--- src/rtl/serial_adder_arbiter_if.sv ---
// Request/response bundle for the two-requester bit-serial adder.
interface serial_adder_arbiter_if #(parameter int WIDTH = 8);
  logic             req0, req1;
  logic [WIDTH-1:0] a0, b0, a1, b1;
  logic             gnt0, gnt1;
  logic [WIDTH-1:0] sum;
  logic             cout;
  logic             done;
  logic             done_id;
  logic             busy;

  modport master (output req0, a0, b0, req1, a1, b1,
                  input  gnt0, gnt1, sum, cout, done, done_id, busy);
  modport slave  (input  req0, a0, b0, req1, a1, b1,
                  output gnt0, gnt1, sum, cout, done, done_id, busy);
endinterface

--- src/rtl/serial_adder_arbiter.sv ---
// One shared 1-bit full-add cell, time-multiplexed round-robin between two
// requesters; operands are consumed LSB first over WIDTH cycles.
module serial_adder_arbiter #(
  parameter int WIDTH = 8
) (
  input  logic                  clk,
  input  logic                  rst_n,
  serial_adder_arbiter_if.slave bus
);
  localparam int CW = (WIDTH > 1) ? $clog2(WIDTH) : 1;
  localparam logic [CW-1:0] LAST = CW'(WIDTH - 1);

  localparam logic [1:0] IDLE = 2'd0;
  localparam logic [1:0] ADD  = 2'd1;
  localparam logic [1:0] DONE = 2'd2;

  logic [1:0]       state_q, state_d;
  logic [WIDTH-1:0] a_q, a_d, b_q, b_d, res_q, res_d, sum_q, sum_d;
  logic [CW-1:0]    cnt_q, cnt_d;
  logic             carry_q, carry_d, ptr_q, ptr_d;
  logic             gnt0_q, gnt0_d, gnt1_q, gnt1_d;
  logic             cout_q, cout_d, done_q, done_d, id_q, id_d;

  logic win, h1, s, c_nxt;

  // Requester 1 wins when alone, or on a tie when requester 0 was served last.
  assign win   = bus.req1 & (~bus.req0 | ~ptr_q);
  assign h1    = a_q[0] ^ b_q[0];
  assign s     = h1 ^ carry_q;
  assign c_nxt = (a_q[0] & b_q[0]) | (carry_q & h1);

  always_comb begin
    state_d = state_q;
    a_d     = a_q;
    b_d     = b_q;
    res_d   = res_q;
    cnt_d   = cnt_q;
    carry_d = carry_q;
    ptr_d   = ptr_q;
    sum_d   = sum_q;
    cout_d  = cout_q;
    id_d    = id_q;
    gnt0_d  = 1'b0;
    gnt1_d  = 1'b0;
    done_d  = 1'b0;
    case (state_q)
      IDLE: if (bus.req0 | bus.req1) begin
        a_d     = win ? bus.a1 : bus.a0;
        b_d     = win ? bus.b1 : bus.b0;
        carry_d = 1'b0;
        cnt_d   = '0;
        ptr_d   = win;
        gnt0_d  = ~win;
        gnt1_d  = win;
        state_d = ADD;
      end
      ADD: begin
        a_d     = a_q >> 1;
        b_d     = b_q >> 1;
        res_d   = {s, res_q[WIDTH-1:1]};
        carry_d = c_nxt;
        cnt_d   = cnt_q + CW'(1);
        // Results are registered on the final bit so they appear with done.
        if (cnt_q == LAST) begin
          sum_d   = {s, res_q[WIDTH-1:1]};
          cout_d  = c_nxt;
          id_d    = ptr_q;
          done_d  = 1'b1;
          state_d = DONE;
        end
      end
      DONE:    state_d = IDLE;
      default: state_d = IDLE;
    endcase
  end

  always_ff @(posedge clk or negedge rst_n) begin
    if (!rst_n) begin
      state_q <= IDLE;
      a_q     <= '0;
      b_q     <= '0;
      res_q   <= '0;
      cnt_q   <= '0;
      carry_q <= 1'b0;
      ptr_q   <= 1'b1;
      sum_q   <= '0;
      cout_q  <= 1'b0;
      id_q    <= 1'b0;
      gnt0_q  <= 1'b0;
      gnt1_q  <= 1'b0;
      done_q  <= 1'b0;
    end else begin
      state_q <= state_d;
      a_q     <= a_d;
      b_q     <= b_d;
      res_q   <= res_d;
      cnt_q   <= cnt_d;
      carry_q <= carry_d;
      ptr_q   <= ptr_d;
      sum_q   <= sum_d;
      cout_q  <= cout_d;
      id_q    <= id_d;
      gnt0_q  <= gnt0_d;
      gnt1_q  <= gnt1_d;
      done_q  <= done_d;
    end
  end

  assign bus.gnt0    = gnt0_q;
  assign bus.gnt1    = gnt1_q;
  assign bus.sum     = sum_q;
  assign bus.cout    = cout_q;
  assign bus.done    = done_q;
  assign bus.done_id = id_q;
  assign bus.busy    = (state_q != IDLE);
endmodule

--- src/flat_wrapper.sv ---
// flat-port wrapper written by rule: the top's interface ports become plain ports
module serial_adder_arbiter_flat 
#(
  parameter int WIDTH = 8
)
  (clk, rst_n, bus_req0, bus_a0, bus_b0, bus_req1, bus_a1, bus_b1, bus_gnt0, bus_gnt1, bus_sum, bus_cout, bus_done, bus_done_id, bus_busy);
  serial_adder_arbiter_if #(.WIDTH(WIDTH)) bus_i ();
  input  logic clk;
  input  logic rst_n;
  input wire logic [$bits(bus_i.req0)-1:0] bus_req0;
  input wire logic [$bits(bus_i.a0)-1:0] bus_a0;
  input wire logic [$bits(bus_i.b0)-1:0] bus_b0;
  input wire logic [$bits(bus_i.req1)-1:0] bus_req1;
  input wire logic [$bits(bus_i.a1)-1:0] bus_a1;
  input wire logic [$bits(bus_i.b1)-1:0] bus_b1;
  output wire logic [$bits(bus_i.gnt0)-1:0] bus_gnt0;
  output wire logic [$bits(bus_i.gnt1)-1:0] bus_gnt1;
  output wire logic [$bits(bus_i.sum)-1:0] bus_sum;
  output wire logic [$bits(bus_i.cout)-1:0] bus_cout;
  output wire logic [$bits(bus_i.done)-1:0] bus_done;
  output wire logic [$bits(bus_i.done_id)-1:0] bus_done_id;
  output wire logic [$bits(bus_i.busy)-1:0] bus_busy;
  assign bus_i.req0 = bus_req0;
  assign bus_i.a0 = bus_a0;
  assign bus_i.b0 = bus_b0;
  assign bus_i.req1 = bus_req1;
  assign bus_i.a1 = bus_a1;
  assign bus_i.b1 = bus_b1;
  assign bus_gnt0 = bus_i.gnt0;
  assign bus_gnt1 = bus_i.gnt1;
  assign bus_sum = bus_i.sum;
  assign bus_cout = bus_i.cout;
  assign bus_done = bus_i.done;
  assign bus_done_id = bus_i.done_id;
  assign bus_busy = bus_i.busy;
  serial_adder_arbiter #(.WIDTH(WIDTH)) u_core (.clk(clk), .rst_n(rst_n), .bus(bus_i));
endmodule
--- config.mk ---
export PLATFORM = sky130hd
export DESIGN_NAME = serial_adder_arbiter_flat
export DESIGN_NICKNAME = d
export VERILOG_FILES = /design/src/rtl/serial_adder_arbiter_if.sv /design/src/rtl/serial_adder_arbiter.sv /design/src/flat_wrapper.sv
export SDC_FILE = /design/constraint.sdc
export NUM_CORES = 1
export LEC_CHECK = 0
export CAP_MARGIN = 5
export CORE_MARGIN = 4
export CORE_UTILIZATION = 38
export DETAILED_ROUTE_END_ITERATION = 7
export GPL_TIMING_DRIVEN = 0
export PLACE_DENSITY = 0.71
export SETUP_SLACK_MARGIN = 0.02
export SLEW_MARGIN = 25
export SYNTH_ARGS = -nofsm -noshare
export SYNTH_HDL_FRONTEND = slang
export SYNTH_SLANG_ARGS = --single-unit
--- constraint.sdc ---
create_clock -name clk -period 1.5 [get_ports clk]
set_input_delay 0.15 -clock clk [delete_from_list [all_inputs] [get_ports clk]]
set_output_delay 0.15 -clock clk [all_outputs]
set_load 0.03 [all_outputs]
==> results.ini, run 1 <==
[synth]
yosys_register_bits = 43
synthesis.area_mm2 = 0.00209
mappedNetlistNets = 208
synthesis.instances = 169
yosysWarningCount = 0
synth.lib_cells_used.distinct = 32
synth-seq-area-share = 0.516
avg_cell_area_syn_um2 = 12.3

[floorplan]
num_io_pins = 50
floorplan.core_area_mm2 = 0.00520
die_area_mm2 = 0.00674
chipWidth_um = 82.1
die_h_um = 82.1
placement_rows = 26
effective_utilization_at_floorplan = 0.401

[critical_path]
critPathKind = reg -> reg
worstPathMaxFanout = 10
endpoint_kind = register
critical-path-slowest-cell = dfrtp_2
slowest_delay_ns = 0.44
r2r_cells = 4
start_kind = register
crit_path_from = u_core.state_q[0]
data_required_time_of_the_worst_path_ns = 1.69
cp_cell_instances = nor2b_1 > buf_4 > buf_4 > mux2_1
worst_r2r_startpoint = u_core.state_q[0]
critPathMostFrequentCell = buf_4
arrival_ns = 1.62

[routing]
via_per_inst = 5.20
dr.pass1.iters = 4
route.detailed.wl_per_inst_um = 16.2
antenna_violating_nets_post_route = 0
drt_first_iter_violations = 77
drc = 0
totalWireLength_mm = 4.96
routed-via-count = 1596

[global_route]
grt_pass1_wl_mm = 7.60
initial_antenna_violation_count = 0
globalRouteOverflowTotal = 0
global_route.usage.total = 0.151
grt_pass1_vias = 1547
pin_count_of_the_biggest_net_entering_global_routing = 25

[cts]
tritoncts = built
reg_clk_slew_reported_paths_ns = 0.08
clock_sinks = 43
clock_latency_ns = 0.30
ctsHtreeMaxLevel = 2
clk_root_buffer_cell = clkbuf_8
numCtsBuffers = 5
cts_max_path_buffers = 2

[sta]
hold-worst-slack_ns = 0.418
final.setup.worst_slack_ns = 0.0715
max_clock_freq_mhz = 700
timing.final.hold_violations = 0
totalNegativeSetupSlack_ns = 0
setup_viol_count_final = 0
final_period_minus_worst_setup_slack_ns = 1.43
slew_violations = 0
timing.final.crit_share = 0.952
slew_headroom = 0.597
worst_pin_slew_ns = 0.605
final.setup_skew_ns = 0.00575
rsz0062_at_grt = no

[power_and_ir_drop]
p_leak_nw = 1.28
vdd_ir_drop_max_mv = 1.06
p_switching_mw = 1.92
pwr_density_cell_mw_per_mm2 = 1760
post-layout-total-power_mw = 5.10
power.share.clock = 0.144
combinationalPowerShare = 0.463
power.sequential.fraction = 0.393
sw_frac_of_total = 0.376
intPower_mw = 3.18

[final_layout]
num_antenna_cells = 0
finish.utilization = 0.556
post_route_cells_drive_above_1_share = 0.295
final_layout_net_count = 275
areaGrowthSynthToFinish_pct = 38.5
final-instance-count-excl-fill = 307
layout.filler_cells = 461
post-route-cell-area_mm2 = 0.00289

[min_path]
min_path_type = in -> async

[place]
dpl.cell_count = 289
pre_cts_slack_ns = -0.524
i_o_buffers = 49
placement.cell_area_mm2 = 0.00269
place_congestion = 0.730
dp.final_hpwl_mm = 3.41

[flow_run]
maxCapViolCount = 0

[run_status]
outcome = finished, final reports clean

-- power groups by stage --
stage / Sequential, mW / Clock (mW) / Combinational, mW
after CTS: 2.01 / 0.757 / 2.23
final: 2.00 / 0.737 / 2.36
after detailed placement: 2.03 / 0 / 2.29
after global placement: 2.01 / 0 / 2.24
after floorplan: 2.26 / 0 / 1.28
after global routing: 2.07 / 0.806 / 2.55
-- worst max-delay path: cells and delay by family (launching register included) --
family,cells,cell delay [ns]
AND/OR/NAND/NOR,1,0.15
buffers and inverters,2,0.39
multiplexers,1,0.34
flip-flops,1,0.44
-- cell usage in the layout (no fill, tap or decap), types with 9 or more instances in the layout --
master and instances:
dfrtp_1 40, clkdlybuf4s50_1 33, mux2_2 17, nor2b_1 15
o21ai_0 15, o31ai_1 14, buf_4 11, dlygate4sd2_1 11
a221oi_2 9
-- kinds of logic (layout without fill, tap and decap cells) --
logic type,Yosys count,after routing,synth area share
multiplexers,20,20,0.107
adder cells (fa/ha/maj),3,3,0.0216
buffers and inverters,15,82,0.0486
AO/OA/AOI/OAI,53,53,0.202
flip-flops,43,43,0.516
AND/OR/NAND/NOR,35,36,0.105
-- flip-flops by register name (all words and copies together) (netlist names), 2 cells and up --
name and cells:
u_core.a_q 8, u_core.state_q 2, u_core.bus.sum 8, u_core.cnt_q 3, u_core.res_q 7, u_core.b_q 8
-- synth_stat cells (all sizes together) --
library cell / instances / area [µm²]
a21bo: 1 / 10.0
a21oi: 3 / 15.0
a221oi: 14 / 166
a22o: 3 / 26.3
a31oi: 1 / 6.26
and2: 14 / 96.3
buf: 7 / 61.3
clkbuf: 5 / 28.8
dfrtp: 42 / 1050
dfstp: 1 / 26.3
fa: 1 / 20.0
ha: 2 / 25.0
inv: 3 / 11.3
mux2: 18 / 203
mux2i: 2 / 20.0
nand2: 2 / 10.0
nor2: 2 / 7.51
nor2b: 15 / 93.8
nor3: 1 / 5.00
o21ai: 15 / 75.1
o2bb2ai: 2 / 17.5
o31ai: 14 / 105
or2: 1 / 6.26
-- layer usage --
metal  wire [µm]  vias up  track usage
met2        2490       34        0.243
met5           0        -            0
li1            -      761            -
met1        2210      795        0.199
met4          75        0       0.0648
met3         187        6       0.0282
-- worst paths after layout --
path | slack, ns | end
setup / recovery | 0.07 | u_core.res_q[4]
min in group clk | 0.49 | u_core.a_q[7]
max in group asynchronous | 0.56 | u_core.state_q[0]
setup reg to reg | 0.07 | u_core.res_q[4]
hold / removal | 0.42 | u_core.bus.sum[3]
hold reg to reg | 0.50 | u_core.a_q[7]
-- cell type report --
class,instances,area (µm²),area share
Sequential cell,43,1080,0.373
Clock buffer,6,72.6,0.0251
Timing Repair Buffer,59,578,0.200
Inverter,3,11.3,0.00389
Clock inverter,2,12.5,0.00433
Tap cell,70,87.6,0.0303
Multi-Input combinational cell,112,956,0.331
Buffer,12,93.8,0.0325
-- what timing repair did --
| item | CTS | global route |
|---|---|---|
| resized for setup | 22 | 8 |
| hold endpoints to repair | 22 | 0 |
| gates cloned | 0 | 1 |
| hold buffers | 1 | 0 |
| pin swaps | 0 | 2 |
| setup buffers | 0 | 8 |
| setup endpoints to repair | 47 | 34 |
Note: power is estimated with default switching activity, not from simulation.
==> run 2: changes to the inputs <==
--- a/config.mk
+++ b/config.mk
@@ -6,7 +6,7 @@
 export NUM_CORES = 1
 export LEC_CHECK = 0
 export CAP_MARGIN = 5
-export CORE_MARGIN = 4
+export CORE_MARGIN = 5
 export CORE_UTILIZATION = 38
 export DETAILED_ROUTE_END_ITERATION = 7
 export GPL_TIMING_DRIVEN = 0
==> results.ini, run 2 (synthesized netlist as in run 1, its figures left out) <==
[run_status]
outcome = finished, final reports clean

[sta]
hold-worst-slack_ns = 0.406  ; -0.0119 ns
totalNegativeSetupSlack_ns = 0  ; unchanged
slew_violations = 0  ; unchanged
slew_headroom = 0.619  ; +0.0226
setup_viol_count_final = 0  ; unchanged
worst_pin_slew_ns = 0.571  ; -0.0339 ns
timing.final.hold_violations = 0  ; unchanged
timing.final.crit_share = 0.960  ; +0.00800
final_period_minus_worst_setup_slack_ns = 1.44  ; +0.0120 ns
max_clock_freq_mhz = 694  ; -0.83%
rsz0062_at_grt = yes
final.setup_skew_ns = 0.00834  ; +0.00259 ns

[floorplan]
floorplan.core_area_mm2 = 0.00541  ; +3.8%
num_io_pins = 50  ; unchanged
placement_rows = 27  ; +3.8%
chipWidth_um = 84.1  ; +2.4%
die_h_um = 84.1  ; +2.4%
effective_utilization_at_floorplan = 0.386  ; -0.0149
die_area_mm2 = 0.00707  ; +4.9%

[critical_path]
cp_cell_instances = nor2b_2 > buf_4 > buf_4 > a221oi_1 > o31ai_1
critPathMostFrequentCell = buf_4
crit_family = flip-flops
arrival_ns = 1.61  ; about the same
endpoint_kind = register
critical-path-slowest-cell = dfrtp_2
critPathKind = reg -> reg
worstPathMaxFanout = 6  ; -4
worst-path-buf-inv = 2  ; unchanged
slowest_delay_ns = 0.47  ; +0.03 ns
data_required_time_of_the_worst_path_ns = 1.67  ; -0.02 ns
r2r_setup_slack_ns = 0.06  ; about the same
start_kind = register

[routing]
drt_first_iter_violations = 86  ; +12%
dr.pass1.iters = 4  ; unchanged
via_per_inst = 5.08  ; -2.2%
route.detailed.wl_per_inst_um = 15.5  ; -4.2%
drc = 0  ; unchanged
totalWireLength_mm = 4.72  ; -4.8%
routed-via-count = 1550  ; -2.9%
antenna_violating_nets_post_route = 0  ; unchanged

[global_route]
initial_antenna_violation_count = 0  ; unchanged
grt_pass1_vias = 1522  ; -1.6%
grt_pass1_wl_mm = 7.62  ; +0.28%
pin_count_of_the_biggest_net_entering_global_routing = 24  ; -4.0%
globalRouteOverflowTotal = 0  ; unchanged
global_route.usage.total = 0.133  ; -0.0184

[final_layout]
final_layout_net_count = 271  ; -1.5%
finish.utilization = 0.534  ; -0.0220
num_antenna_cells = 0  ; unchanged
post_route_cells_drive_above_1_share = 0.288  ; -0.00781
areaGrowthSynthToFinish_pct = 38.2
mostFrequentLayoutCell = dfrtp_1
most-common-layout-cells = 40 x dfrtp_1, 35 x clkdlybuf4s50_1, 17 x mux2_2, 15 x o21ai_0

[power_and_ir_drop]
post-layout-total-power_mw = 5.13  ; +0.50%
pwr_density_cell_mw_per_mm2 = 1780  ; +0.76%
p_leak_nw = 1.27  ; -0.41%
vdd_ir_drop_max_mv = 0.656  ; -38%

[place]
place_congestion = 0.794  ; +8.8%
i_o_buffers = 49  ; unchanged
dp.final_hpwl_mm = 3.32  ; -2.5%

[cts]
tritoncts = built
reg_clk_slew_reported_paths_ns = 0.08  ; about the same
numCtsBuffers = 5  ; unchanged
clock_latency_ns = 0.29  ; about the same
clock_sinks = 43  ; unchanged
clk_root_buffer_cell = clkbuf_8
cts_max_path_buffers = 2  ; unchanged
ctsHtreeMaxLevel = 2  ; unchanged

[flow_run]
maxCapViolCount = 0  ; unchanged

[min_path]
min_path_type = in -> async

-- run 2: metrics by stage --
step | instances | setup slack (ns) | area (µm²)
after floorplan | 169 | 0.138 | 2090
after global placement | 290 | -0.840 | 2670
after detailed placement | 291 | -0.541 | 2690
after CTS | 301 | 0.00327 | 2810
after global routing | 305 | -0.0116 | 2880
final | 305 | 0.0595 | 2880
-- run 2: where the power goes --
| part | internal (mW) | total, mW | switching (mW) |
|---|---|---|---|
| clock network | 0.372 | 0.758 | 0.386 |
| registers | 1.70 | 2.02 | 0.314 |
| logic | 1.17 | 2.35 | 1.18 |
-- run 2: path summary, 6_finish.rpt --
| kind | endpoint | depth (start not counted) | start |
|---|---|---|---|
| worst min-delay path | u_core.cnt_q[0] | 2 | rst_n |
| worst max register to register | u_core.a_q[1] | 5 | u_core.state_q[0] |
| worst min register to register | u_core.a_q[7] | 1 | u_core.a_q[7] |
| max in group asynchronous | u_core.state_q[1] | 3 | rst_n |
| worst max-delay path | u_core.a_q[1] | 5 | u_core.state_q[0] |
| min in group clk | u_core.a_q[7] | 3 | bus_a1[7] |
-- run 2: worst reg2reg max path, cell delays in order (launching register included) --
cell	delay [ns]
dfrtp_2	0.47
nor2b_2	0.17
buf_4	0.16
buf_4	0.15
a221oi_1	0.25
o31ai_1	0.12
-- run 2: area by class of cell --
type / instances / area (µm²)
plain buffers: 12 / 100
repair buffers: 56 / 559
flip-flops and latches: 43 / 1080
clock inverters: 1 / 5.00
fillers: 483 / 2520
clock buffers: 7 / 86.3
multi-input cells: 111 / 952
inverters: 3 / 11.3
well taps: 72 / 90.1
-- run 2: metal layers --
metal / vias to the layer above / track usage / wire length [µm]
met5: - / 0 / 0
met4: 0 / 0.0570 / 72
met3: 5 / 0.0257 / 215
met2: 37 / 0.206 / 2210
met1: 760 / 0.181 / 2220
li1: 748 / - / -
-- run 2: what timing repair did --
action	in CTS	in global routing
buffers inserted	1	4
resized for setup	15	18
hold endpoints to repair	21	0
hold buffers	1	0
pin swaps	0	3
endpoints found under the setup margin	37	43
==> run 3: changes to the inputs <==
--- a/config.mk
+++ b/config.mk
@@ -16,3 +16,4 @@
 export SYNTH_ARGS = -nofsm -noshare
 export SYNTH_HDL_FRONTEND = slang
 export SYNTH_SLANG_ARGS = --single-unit
+export TNS_END_PERCENT = 20
==> results.ini, run 3 (synthesized netlist as in run 1, its figures left out) <==
[routing]
dr.pass1.iters = 4  ; unchanged
route.detailed.wl_per_inst_um = 15.8  ; +2.2%
antenna_violating_nets_post_route = 0  ; unchanged
totalWireLength_mm = 4.81  ; +1.8%
routed-via-count = 1563  ; +0.84%
drc = 0  ; unchanged
drt_first_iter_violations = 127  ; +48%
via_per_inst = 5.14  ; +1.2%

[global_route]
initial_antenna_violation_count = 0  ; unchanged
grt_pass1_vias = 1522  ; unchanged
globalRouteOverflowTotal = 0  ; unchanged
pin_count_of_the_biggest_net_entering_global_routing = 24  ; unchanged
grt_pass1_wl_mm = 7.62  ; unchanged
global_route.usage.total = 0.133  ; unchanged

[final_layout]
num_antenna_cells = 0  ; unchanged
most-common-layout-cells = 40 x dfrtp_1, 35 x clkdlybuf4s50_1, 17 x mux2_2, 15 x o21ai_0
post_route_cells_drive_above_1_share = 0.293  ; +0.00555
areaGrowthSynthToFinish_pct = 39.4
layout.filler_cells = 482  ; -0.21%
finish.utilization = 0.538  ; +0.00486
final-instance-count-excl-fill = 304  ; -0.33%
post-route-cell-area_mm2 = 0.00291  ; +0.91%
final_layout_net_count = 270  ; -0.37%
mostFrequentLayoutCell = dfrtp_1

[sta]
final_period_minus_worst_setup_slack_ns = 1.44  ; +0.00412 ns
setup_viol_count_final = 0  ; unchanged
slew_headroom = 0.620  ; +0.00115
final.setup_skew_ns = 0.00788  ; -0.000452 ns
timing.final.hold_violations = 0  ; unchanged
rsz0062_at_grt = yes
hold-worst-slack_ns = 0.405  ; -0.000566 ns
max_clock_freq_mhz = 692  ; -0.28%
slew_violations = 0  ; unchanged
worst_pin_slew_ns = 0.569  ; -0.00173 ns
timing.final.crit_share = 0.963  ; +0.00274

[floorplan]
die_h_um = 84.1  ; unchanged
chipWidth_um = 84.1  ; unchanged
floorplan.core_area_mm2 = 0.00541  ; unchanged
placement_rows = 27  ; unchanged
effective_utilization_at_floorplan = 0.386  ; unchanged
num_io_pins = 50  ; unchanged
die_area_mm2 = 0.00707  ; unchanged

[place]
dpl.cell_count = 291  ; unchanged
dp.final_hpwl_mm = 3.32  ; unchanged
i_o_buffers = 49  ; unchanged
placement.cell_area_mm2 = 0.00269  ; unchanged
place_congestion = 0.794  ; unchanged

[critical_path]
endpoint_kind = register
worstPathMaxFanout = 10  ; +4
rr_endpoint = u_core.res_q[5]
r2r_setup_slack_ns = 0.06  ; about the same
critPathKind = reg -> reg
crit_path_from = u_core.state_q[0]
data_required_time_of_the_worst_path_ns = 1.68  ; about the same
arrival_ns = 1.63  ; +0.02 ns
start_kind = register
r2r_cells = 4  ; -1
critPathCapture = u_core.res_q[5]
worst_r2r_startpoint = u_core.state_q[0]

[cts]
ctsHtreeMaxLevel = 2  ; unchanged
clk_root_buffer_cell = clkbuf_8
reg_clk_slew_reported_paths_ns = 0.08  ; about the same
numCtsBuffers = 5  ; unchanged
clock_sinks = 43  ; unchanged
tritoncts = built
cts_max_path_buffers = 2  ; unchanged
clock_latency_ns = 0.30  ; about the same

[power_and_ir_drop]
p_leak_nw = 1.32  ; +4.1%
post-layout-total-power_mw = 5.18  ; +1.0%
pwr_density_cell_mw_per_mm2 = 1780  ; +0.13%
vdd_ir_drop_max_mv = 0.666  ; +1.6%

[run_status]
outcome = finished, final reports clean

[flow_run]
maxCapViolCount = 0  ; unchanged

[min_path]
min_path_type = in -> async

[run 3: cell count changes in the layout (fill, tap and decap cells not counted), moves of 2 or more]
cell,delta
dlygate4sd2_1,-6
dlymetal6s2s_1,+6
a221oi_1,-2
a221oi_2,+2
[run 3: how the worst min path moves through the flow]
| stage | cells past startpoint | end | slack (ns) |
|---|---|---|---|
| 2_1_floorplan | 0 | u_core.a_q[0] | -0.15 |
| 6_report | 2 | u_core.cnt_q[0] | 0.41 |
| 4_1_cts | 2 | u_core.cnt_q[2] | 0.39 |
| 3_3_place_gp | 1 | u_core.a_q[7] | 0.47 |
| 3_5_place_dp | 1 | u_core.bus.sum[1] | 0.18 |
| 5_1_grt | 2 | u_core.cnt_q[2] | 0.45 |
[run 3: routing by layer]
| metal | track usage | part of all wire |
|---|---|---|
| met1 | 0.181 | 0.48 |
| met3 | 0.0257 | 0.036 |
| met4 | 0.0570 | 0.015 |
| met5 | 0 | 0 |
| met2 | 0.206 | 0.47 |
[run 3: final cells by class]
class / instances / area [µm²] / area share
Clock buffer: 7 / 86.3 / 0.0297
Timing Repair Buffer: 55 / 574 / 0.197
Multi-Input combinational cell: 111 / 965 / 0.331
Sequential cell: 43 / 1080 / 0.371
Tap cell: 72 / 90.1 / 0.0310
Inverter: 3 / 13.8 / 0.00473
Buffer: 12 / 96.3 / 0.0331
Clock inverter: 1 / 5.00 / 0.00172
[run 3: report_power, final]
group	internal (mW)	total, mW	switching, mW	leakage [nW]
sequential	1.70	2.01	0.311	0.528
clock	0.372	0.765	0.393	0.0482
combinational	1.20	2.40	1.20	0.746
[run 3: critical path: stages, from the launching register on]
cell and delay (ns):
dfrtp_2 0.45, nor2b_2 0.16, buf_4 0.15, clkbuf_4 0.22
mux2_2 0.35
[run 3: timing repair]
item / in CTS / in global routing
pin swaps: 0 / 2
endpoints found under the hold margin: 21 / 0
gates resized for setup: 9 / 25
buffers inserted: 1 / 3
hold buffers: 1 / 0
endpoints found under the setup margin: 37 / 49
[run 3: per-stage QoR]
stage                     setup WS [ns]  TNS (ns)
after detailed placement         -0.541    -11.24
after global placement           -0.840    -46.32
after CTS                       0.00327         0
after global routing            -0.0253   -0.0785
after floorplan                   0.138         0
final                            0.0554         0
